--- src/rtl/past_chk_pkg.sv ---
// Shared types and helpers for past_window_checker.
package past_chk_pkg;
  typedef enum logic [1:0] {CHK_VAC, CHK_PASS, CHK_FAIL} chk_res_e;

  localparam int DEF_DEPTH = 2;
  localparam int DEF_CNT_W = 16;

  // Counter widths up to 32 are handled by widening to 32 bits.
  function automatic logic [31:0] sat_inc(input logic [31:0] cnt, input logic [31:0] max_val);
    return (cnt == max_val) ? cnt : cnt + 32'd1;
  endfunction
endpackage

--- src/rtl/past_window_checker_hist.sv ---
// Enabled shift-register history of b plus a saturating fill count.
module past_shift_hist
  import past_chk_pkg::*;
#(
  parameter int   DEPTH    = DEF_DEPTH,
  parameter logic INIT_VAL = 1'b0
) (
  input  logic clk,
  input  logic rst,
  input  logic en,
  input  logic b,
  output logic past_b,
  output logic hist_valid
);
  localparam int FW = $clog2(DEPTH + 1);

  logic [DEPTH-1:0] hist;
  logic [FW-1:0]    fill;

  always_ff @(posedge clk) begin
    if (rst) begin
      hist <= {DEPTH{INIT_VAL}};
      fill <= '0;
    end else if (en) begin
      // Shift form stays legal for DEPTH=1, where a slice would not.
      hist <= (hist << 1) | DEPTH'(b);
      if (fill != FW'(DEPTH)) fill <= fill + 1'b1;
    end
  end

  assign past_b     = hist[DEPTH-1];
  assign hist_valid = (fill == FW'(DEPTH));
endmodule

--- config.mk ---
export PLATFORM = sky130hd
export DESIGN_NAME = past_shift_hist
export DESIGN_NICKNAME = d
export VERILOG_FILES = /design/src/rtl/past_chk_pkg.sv /design/src/rtl/past_window_checker_hist.sv
export SDC_FILE = /design/constraint.sdc
export NUM_CORES = 1
export LEC_CHECK = 0
export BUFFER_PORTS_ARGS = -buffer_cell sky130_fd_sc_hd__buf_4
export CAP_MARGIN = 10
export CORE_AREA = 2 2 39 41
export CTS_CLUSTER_DIAMETER = 50
export CTS_CLUSTER_SIZE = 24
export DETAILED_ROUTE_END_ITERATION = 12
export DIE_AREA = 0 0 41 43
export SLEW_MARGIN = 20
export SYNTH_ARGS = -nofsm -noshare
export SYNTH_HDL_FRONTEND = slang
export SYNTH_SLANG_ARGS = --single-unit
export TNS_END_PERCENT = 30
--- constraint.sdc ---
create_clock -name clk -period 1.1 [get_ports clk]
set_input_delay 0 -clock clk [delete_from_list [all_inputs] [get_ports clk]]
set_output_delay 0 -clock clk [all_outputs]
set_load 0.02 [all_outputs]
Yosys cells after proc, flatten, opt, wreduce, memory -nomap -nowiden

Cells that the tools add are included.

Bits of input ports: 4
Output and inout bits: 2
Word-level logic and storage cells: 7
Register bits after elaboration: 4

Add/sub/neg operators: 1
Bitwise logic cells: 1
Reductions and logical operators: 1
Equal/unequal tests: 2

Operator list:

| operator                                     | count |
|---|---|
| adder 2 x 1 -> 2 bit, second input constant  | 1 |
| equality test 2 bit, second input constant   | 1 |
| inequality test 2 bit, second input constant | 1 |
| bitwise OR 2 x 1 -> 2 bit                    | 1 |
| AND reduction 2 bit                          | 1 |

Depth between registers and ports, before layout

Gate-level depths: netlist (run 1).

Depth after elaboration: 2
Mapped depth: 4

Least setup slack after synthesis (run 1)

No wires, ideal clock.

Path type: reg-to-reg
From: register fill[0]
To: register fill[0]
Setup slack: -0.215 ns
Buffers on the path: 0
Stages on the path, launching flop included: 5
Arrival time: 1.193 ns
Cells stage by stage: dfxtp_1 > inv_1 > ha_1 > and2b_4 > mux2_4

Word-level cells in the longest chain between the ends: 2

Ends and longest elaborated chain:

| element                       | RTL line                       | source |
|---|---|---|
| from (decl)                   | past_window_checker_hist.sv:18 | `logic [FW-1:0] fill;` |
| from (signal assigned)        | past_window_checker_hist.sv:27 | `if (fill != FW'(DEPTH)) fill <= fill + 1'b1;` |
| inequality test 2 bit         | past_window_checker_hist.sv:27 |  |
| AND reduction 2 bit (no line) | --                             |  |

Parallel ways exist; a longest one is shown, timed or not.
A chain may end at the register's enable or synchronous reset.

Worst setup path after layout (run 1)

Ends and elaborated chain as after synthesis.

==> results of run 1 <==
## state kept, by name, summed over array words and instances (netlist names)
register  cells
fill          2
hist          2
## layer usage
metal  vias up  wire, um  track usage (%)
met3         2        27             3.14
met1        61       144             6.15
met2         8       134             5.94
met4         0         8             8.00
met5         -         0                0
li1         81         -                -
## critical path, cell delays in order (launching register included)
cell	delay, ns
sky130_fd_sc_hd__dfxtp_2	0.32
sky130_fd_sc_hd__inv_2	0.04
sky130_fd_sc_hd__ha_4	0.14
sky130_fd_sc_hd__and2b_4	0.26
sky130_fd_sc_hd__mux2_4	0.29
## power by group through the flow
stage	Clock [mW]	Combinational [mW]	Sequential, mW
after floorplan	0	0.0565	0.171
after global placement	0	0.0890	0.170
after detailed placement	0	0.0908	0.170
after CTS	0.198	0.0964	0.168
after global routing	0.211	0.113	0.169
final	0.185	0.103	0.168
## layout make-up
class	count	area [sq um]
fillers	153	1060
multi-input cells	12	113
inverters	1	3.75
repair buffers	10	83.8
flip-flops and latches	4	81.3
well taps	16	20.0
clock buffers	3	22.5
## through the flow
step / setup TNS (ns) / power (mW) / hold WS, ns / worst slack (ns)
3_3_place_gp: -0.113 / 0.259 / 0.211 / -0.0580
6_report: -0.130 / 0.456 / 0.0402 / -0.0678
5_1_grt: -0.231 / 0.493 / 0.0590 / -0.0953
4_1_cts: -0.144 / 0.463 / 0.0329 / -0.0747
3_5_place_dp: -0.136 / 0.261 / 0.215 / -0.0680
2_1_floorplan: -0.170 / 0.228 / 0.0724 / -0.0860
## Yosys cell counts
master / n
sky130_fd_sc_hd__and2b_4: 1
sky130_fd_sc_hd__mux2_4: 2
sky130_fd_sc_hd__nor2_1: 4
sky130_fd_sc_hd__inv_1: 1
sky130_fd_sc_hd__nor2b_1: 2
sky130_fd_sc_hd__mux2i_1: 2
sky130_fd_sc_hd__dfxtp_1: 4
sky130_fd_sc_hd__ha_1: 1
## repair_timing
item | 4_1_cts | 5_1_grt
gates resized for setup | 0 | 1
setup endpoints to repair | 2 | 2
endpoints found under the hold margin | 2 | 0
cloned | 0 | 0
setup buffers | 0 | 1
pin swaps | 0 | 0
hold buffers | 2 | 0
## logic make-up after synthesis
family | Yosys count | share of synthesized area, %
adders and majority gates | 1 | 6.80
buffers and inverters | 1 | 2.04
DFF | 4 | 43.5
muxes | 4 | 27.2
and+or+nand+nor | 7 | 20.4
## path summary, 6_finish.rpt
check	from	end	slack (ns)	depth (start not counted)
worst min-delay path	en	hist[0]	0.04	3
worst min register to register	hist[1]	hist[1]	0.50	2
worst max-delay path	fill[0]	fill[0]	-0.07	4
worst max register to register	fill[0]	fill[0]	-0.07	4
==> results.md, run 1 <==
Timing:
- The worst setup skew after layout is 0.00357 ns.
- The count of endpoints failing hold in the final timing report is 0.
- Setup repair after global routing could not meet its margin everywhere.
- Derived from the worst setup path, the maximum achievable clock frequency is 856 MHz.
- The max-slew violation total from the final report is 0.
- Across all setup checks in the final design, the least slack found is -0.0678 ns.
- The worst-case headroom to the max-slew limit is 91.2%.
- The post-route clock period utilization is 106%.
- For the pin with the worst max-slew slack, the measured transition is 0.128 ns.
- The minimum clock period after layout is around 1.2 ns.
- Setup violations remaining at the end of the flow were counted as 2.

Power:
- The switching power share of the total is approximately a quarter.
- Combinational logic is responsible for 22.6% of the overall power.
- The proportion of power drawn by the clock network is between 40% and 50%.
- The worst-case IR drop observed on VDD is 404 uV.
- The total leakage power is 0.151 nW.
- The internal portion of the total power is 350 uW.
- The power density over cell area is 1410 nW/um^2.
- The relative contribution of sequential cells to total power is 36.8%.
- The switching power is 107 uW.

Global routing:
- Across every metal layer, demand over resource in global routing totals between 5 and 6%.
- The remaining global-route overflow is 0.
- The number of global-route vias before repair is 147.
- The number of antenna violations at the first check in global routing is 0.
- The largest net degree at the start of global routing is 7.
- The first global-routing pass estimated 572 um of wire.

Synthesis:
- The synthesized design contains 4 register bits.
- The cell area that synthesis handed to floorplanning was 184 sq um.
- The number of nets in the synthesized netlist is 22.
- Yosys printed 0 warnings.
- The average size of a mapped cell is 10.8 sq um.
- After synthesis, the cell types taking the most area are sky130_fd_sc_hd__dfxtp_1, sky130_fd_sc_hd__mux2_4, sky130_fd_sc_hd__mux2i_1.
- The share of the synthesized area in the top cell type is 43.5%.
- The post-synthesis cell type count is 8.
- The gate count of the mapped netlist is 17.
- Sequential cells were found to cover 43.5% of the synthesized design area.
- The biggest area contributor in the post-synthesis netlist is sky130_fd_sc_hd__dfxtp_1.

Floorplanning:
- The die is 43 um tall.
- After floorplanning, the core was divided into 14 placement rows.
- The area of the die is 1760 sq um.
- The core region area is between 1000 and 1500 sq um.
- Once the floorplan was initialized, standard cells occupied a little over an eighth of the core.
- 6 I/O pins were placed.
- In this run the horizontal extent of the chip is approximately 41 um.

Outcome:
- The run finished, with violations left.
- The checks that failed: setup timing.

Job:
- The max-capacitance violation count is 0.

Clocking:
- The number of buffers added by the clock tree synthesis step is 3.
- CTS built an H-tree with a depth of 1.
- The master cell of the clock root buffer is sky130_fd_sc_hd__clkbuf_4.
- The clock reaches the later pin of the worst-skew pair after 0.24 ns.
- The longest clock path from root to sink contains 2 buffers.
- TritonCTS built the clock tree.
- The clock transition at the registers of the reported paths is 0.04 ns.
- The clock net in this run drives a total of 4 sinks.

Placement:
- The placed cell area is 270 sq um.
- Port buffering added 5 buffers.
- The final RePlAce weighted congestion is 0.663.
- The number of placed instances with taps included is 40.

Finish:
- The synthesis-to-layout area growth is 76.2%.
- Cells with a size suffix above 1 make up 56.7% of the layout.
- The number of antenna diodes in the final layout is 0.
- Measured on the finished design, the core utilization comes to 23.4%.
- The non-filler instance count after layout is 46.
- After the last flow step, the layout net total stands at 37.
- Once layout is done, the placed cells without fillers occupy 324 sq um.
- The library cell used most frequently in the layout, excluding fill and tap cells, is sky130_fd_sc_hd__buf_4.
- Leaving out fill and tap cells, the most frequent cells in the layout are sky130_fd_sc_hd__buf_4, sky130_fd_sc_hd__nor2_1, sky130_fd_sc_hd__clkbuf_4, sky130_fd_sc_hd__dfxtp_1.

Critical path:
- Along the worst path, the maximum fanout reaches 2.
- The required time of the critical path is approximately 1.2 ns.
- The critical path is of the register to register type.
- The worst path arrival time is 1.28 ns.
- The startpoint type of the worst setup path is a register.
- The category of the worst setup path capture point is a register.

Drt:
- The final route contains 152 vias.
- The detailed-router iteration count before antenna repair is 1.
- The final routed wire length divided by cell count is 6.83 um.
- The total wire length after detailed routing is 314 um.
- The count of nets left with antenna violations once routing finished came out at 0.
- For this run, design rule violations remaining after detail routing come to 0.
- In the routed layout, each cell is associated on average with a via count of 3.30.
- The first routing iteration left 0 violations.

Min path:
- The min-delay analysis places its worst path in the category input pin to register.
Power figures use the tool's default switching activity.
==> run 2: changes to the inputs <==
--- a/config.mk
+++ b/config.mk
@@ -12,6 +12,7 @@
 export CTS_CLUSTER_SIZE = 24
 export DETAILED_ROUTE_END_ITERATION = 12
 export DIE_AREA = 0 0 41 43
+export RECOVER_POWER = 100
 export SLEW_MARGIN = 20
 export SYNTH_ARGS = -nofsm -noshare
 export SYNTH_HDL_FRONTEND = slang
==> run 2 against run 1 <==
Effect of this change: the flow still finishes with violations (setup timing); total power fell by 0.31%; first-iteration DRC count did not move; via count did not move.
==> results.md, run 2 (same netlist as run 1, synthesis figures left out) <==
Outcome:
- The flow ran to the end, but the final reports show violations.
- The final reports fail on setup timing.

Clocking:
- The number of sinks on the clock net is 4 (unchanged).
- The root buffer cell chosen for the clock tree is sky130_fd_sc_hd__clkbuf_4.
- The clock transition at the registers of the reported paths came to 0.04 ns (about the same).
- The maximum level of the CTS H-tree came to 1 (unchanged).
- The clock latency reported for the late side of the worst-skew pair is 0.24 ns (about the same).
- The TritonCTS clock tree is done.
- The number of buffers added by the clock tree synthesis step was 3 (unchanged).
- The buffer depth of the longest clock path is 2 (unchanged).

Finish:
- In the layout the commonest cells are sky130_fd_sc_hd__buf_4, sky130_fd_sc_hd__nor2_1, sky130_fd_sc_hd__clkbuf_4.
- The fraction of final layout cells sized beyond drive strength 1 came to 53.3% (-3.3 points).
- The synthesis-to-layout area growth is 74.1%.
- The non-filler instance count after layout is 46 (unchanged).
- The number of nets in the final layout is 37 (unchanged).
- The largest registers in the layout are fill x2, hist x2.
- The share of the core filled with cells is 23.1% (-0.27 points).
- The number of diodes added for antenna fixing came to 0 (unchanged).
- Leaving out fill and tap cells, the most frequent cell in the layout is sky130_fd_sc_hd__buf_4.

Placement:
- The final RePlAce weighted congestion was 0.663 (unchanged).
- The number of placed instances with taps included is 40 (unchanged).
- The count of port buffers added during placement was 5 (unchanged).

Timing:
- The worst-case headroom to the max-slew limit is 83.9% (-7.3 points).
- The minimum clock period after layout is 1.17 ns (unchanged).
- The achievable clock frequency is 856 MHz (unchanged).
- The setup slack of the critical path after layout is -0.0678 ns (unchanged).
- The max-slew violation total from the final report is 0 (unchanged).
- The count of endpoints failing hold in the final timing report is 0 (unchanged).
- The hold slack is 0.0393 ns (-0.000909 ns).
- The setup TNS was -0.130 ns (+0.0000190 ns).
- The worst setup skew after layout was 0.00358 ns (+0.0000151 ns).
- The post-route clock period utilization came to 106% (unchanged).
- The actual transition at the worst max-transition pin is 0.242 ns (+0.114 ns).
- The count of final setup violators is 2 (unchanged).
- Setup repair after global routing could not meet its margin everywhere.

Floorplanning:
- The number of top-level pins is 6 (unchanged).
- The die boundary width came to 41 um (unchanged).
- The initial core utilization is 13.3% (unchanged).
- The row count came to 14 (unchanged).
- The area of the die came to 1760 sq um (unchanged).
- The die outline height is 43 um (unchanged).
- The core region area is 1380 sq um (unchanged).

Critical path:
- The worst setup path is launched from a register.
- The number of cells traversed by the worst register-to-register path is 4 (unchanged).
- The required time of the critical path came to 1.22 ns (about the same).
- The delay of the slowest cell on the worst path is 0.32 ns (about the same).
- The critical setup path kind is register to register.
- The critical path goes through inv_2, ha_4, and2b_4, mux2_4.
- STA classifies the critical path endpoint as a register.
- The register-to-register setup slack is -0.07 ns (about the same).
- The worst path arrival time is 1.28 ns (about the same).
- The terminus of the critical flop-to-flop path is fill[0].
- The peak fanout along the critical path was 2 (unchanged).
- The startpoint of the worst register-to-register path is fill[0].
- The slowest cell on the critical path is sky130_fd_sc_hd__dfxtp_2.

Global routing:
- The number of antenna violations at the first check in global routing is 0 (unchanged).
- The number of global-route vias before repair is 147 (unchanged).
- The largest net degree at the start of global routing is 7 (unchanged).
- The global router's overall resource usage is 5.63% (unchanged).
- The wire length of the first global-routing pass is 572 um (unchanged).
- The remaining global-route overflow is 0 (unchanged).

Min path:
- In this run the worst hold path is classified as input pin to register.
- For hold timing, the worst endpoint is hist[0].
- The cell count of the worst hold path is 3 (unchanged).
- The beginning of the worst hold path is en.

Drt:
- The detailed-route vias per instance was 3.30 (unchanged).
- The final routed wire length divided by cell count was 6.72 um (-1.6%).
- The DRC violation total after the first TritonRoute iteration is 0 (unchanged).
- The detailed-router iteration count before antenna repair is 1 (unchanged).
- The total wire length after detailed routing is 309 um (-1.6%).
- The residual antenna-violating net count after detailed routing is 0 (unchanged).
- The vias after detailed routing is 152 (unchanged).
- The number of DRC violations after detailed routing is 0 (unchanged).

Job:
- The max-capacitance violation count was 0 (unchanged).

Power:
- The peak supply drop is 400 uV (-1.1%).
- The overall power consumption came to 455 uW (-0.31%).
- The power density over cell area is 1420 nW/um^2 (+0.86%).
- The total leakage power came to 0.147 nW (-2.9%).
-- run 2: cell types whose count changed in the layout (fill, tap and decap cells not counted), sizes merged --
| cell | previous run | this run |
|---|---|---|
| clkbuf | 3 | 5 |
| buf | 8 | 6 |
-- run 2: metal layers --
layer,global-route usage (%),wire (um),up-vias
met3,3.14,28,2
met2,5.94,134,8
met4,8.00,8,0
met5,0,0,-
li1,-,-,81
met1,6.15,138,61
-- run 2: how the worst max path moves through the flow --
stage / start / endpoint
global route: fill[0] / fill[0]
finish: fill[0] / fill[0]
detailed placement: fill[0] / fill[0]
CTS: fill[0] / fill[0]
global placement: fill[0] / fill[0]
floorplan: fill[0] / fill[0]
-- run 2: through the flow --
stage                     setup WS, ns  area (sq um)
final                          -0.0678           320
after CTS                      -0.0747           313
after global routing           -0.0953           320
after detailed placement       -0.0680           270
after global placement         -0.0580           270
after floorplan                -0.0860           198
-- run 2: layout make-up --
cell class,instances,area [sq um]
clock buffer,3,22.5
timing repair buffer,10,80.1
fill,155,1060
multi-input combinational,12,113
inverter,1,3.75
sequential,4,81.3
tap,16,20.0
-- run 2: worst max-delay path: cells and delay by family, from the launching register on --
| family | cells | cell delay, ns |
|---|---|---|
| adders and majority gates | 1 | 0.14 |
| muxes | 1 | 0.29 |
| DFF | 1 | 0.32 |
| and+or+nand+nor | 1 | 0.26 |
| buffers and inverters | 1 | 0.04 |
-- run 2: timing repair --
item / in CTS / in global routing
setup buffers: 0 / 1
resized for setup: 0 / 1
endpoints found under the setup margin: 2 / 2
hold endpoints to repair: 2 / 0
gates cloned: 0 / 0
hold buffers: 2 / 0
-- run 2: power breakdown --
group | internal (mW) | total (mW) | switching (mW)
Combinational | 0.0668 | 0.102 | 0.0347
Clock | 0.122 | 0.185 | 0.0630
Sequential | 0.159 | 0.168 | 0.00868
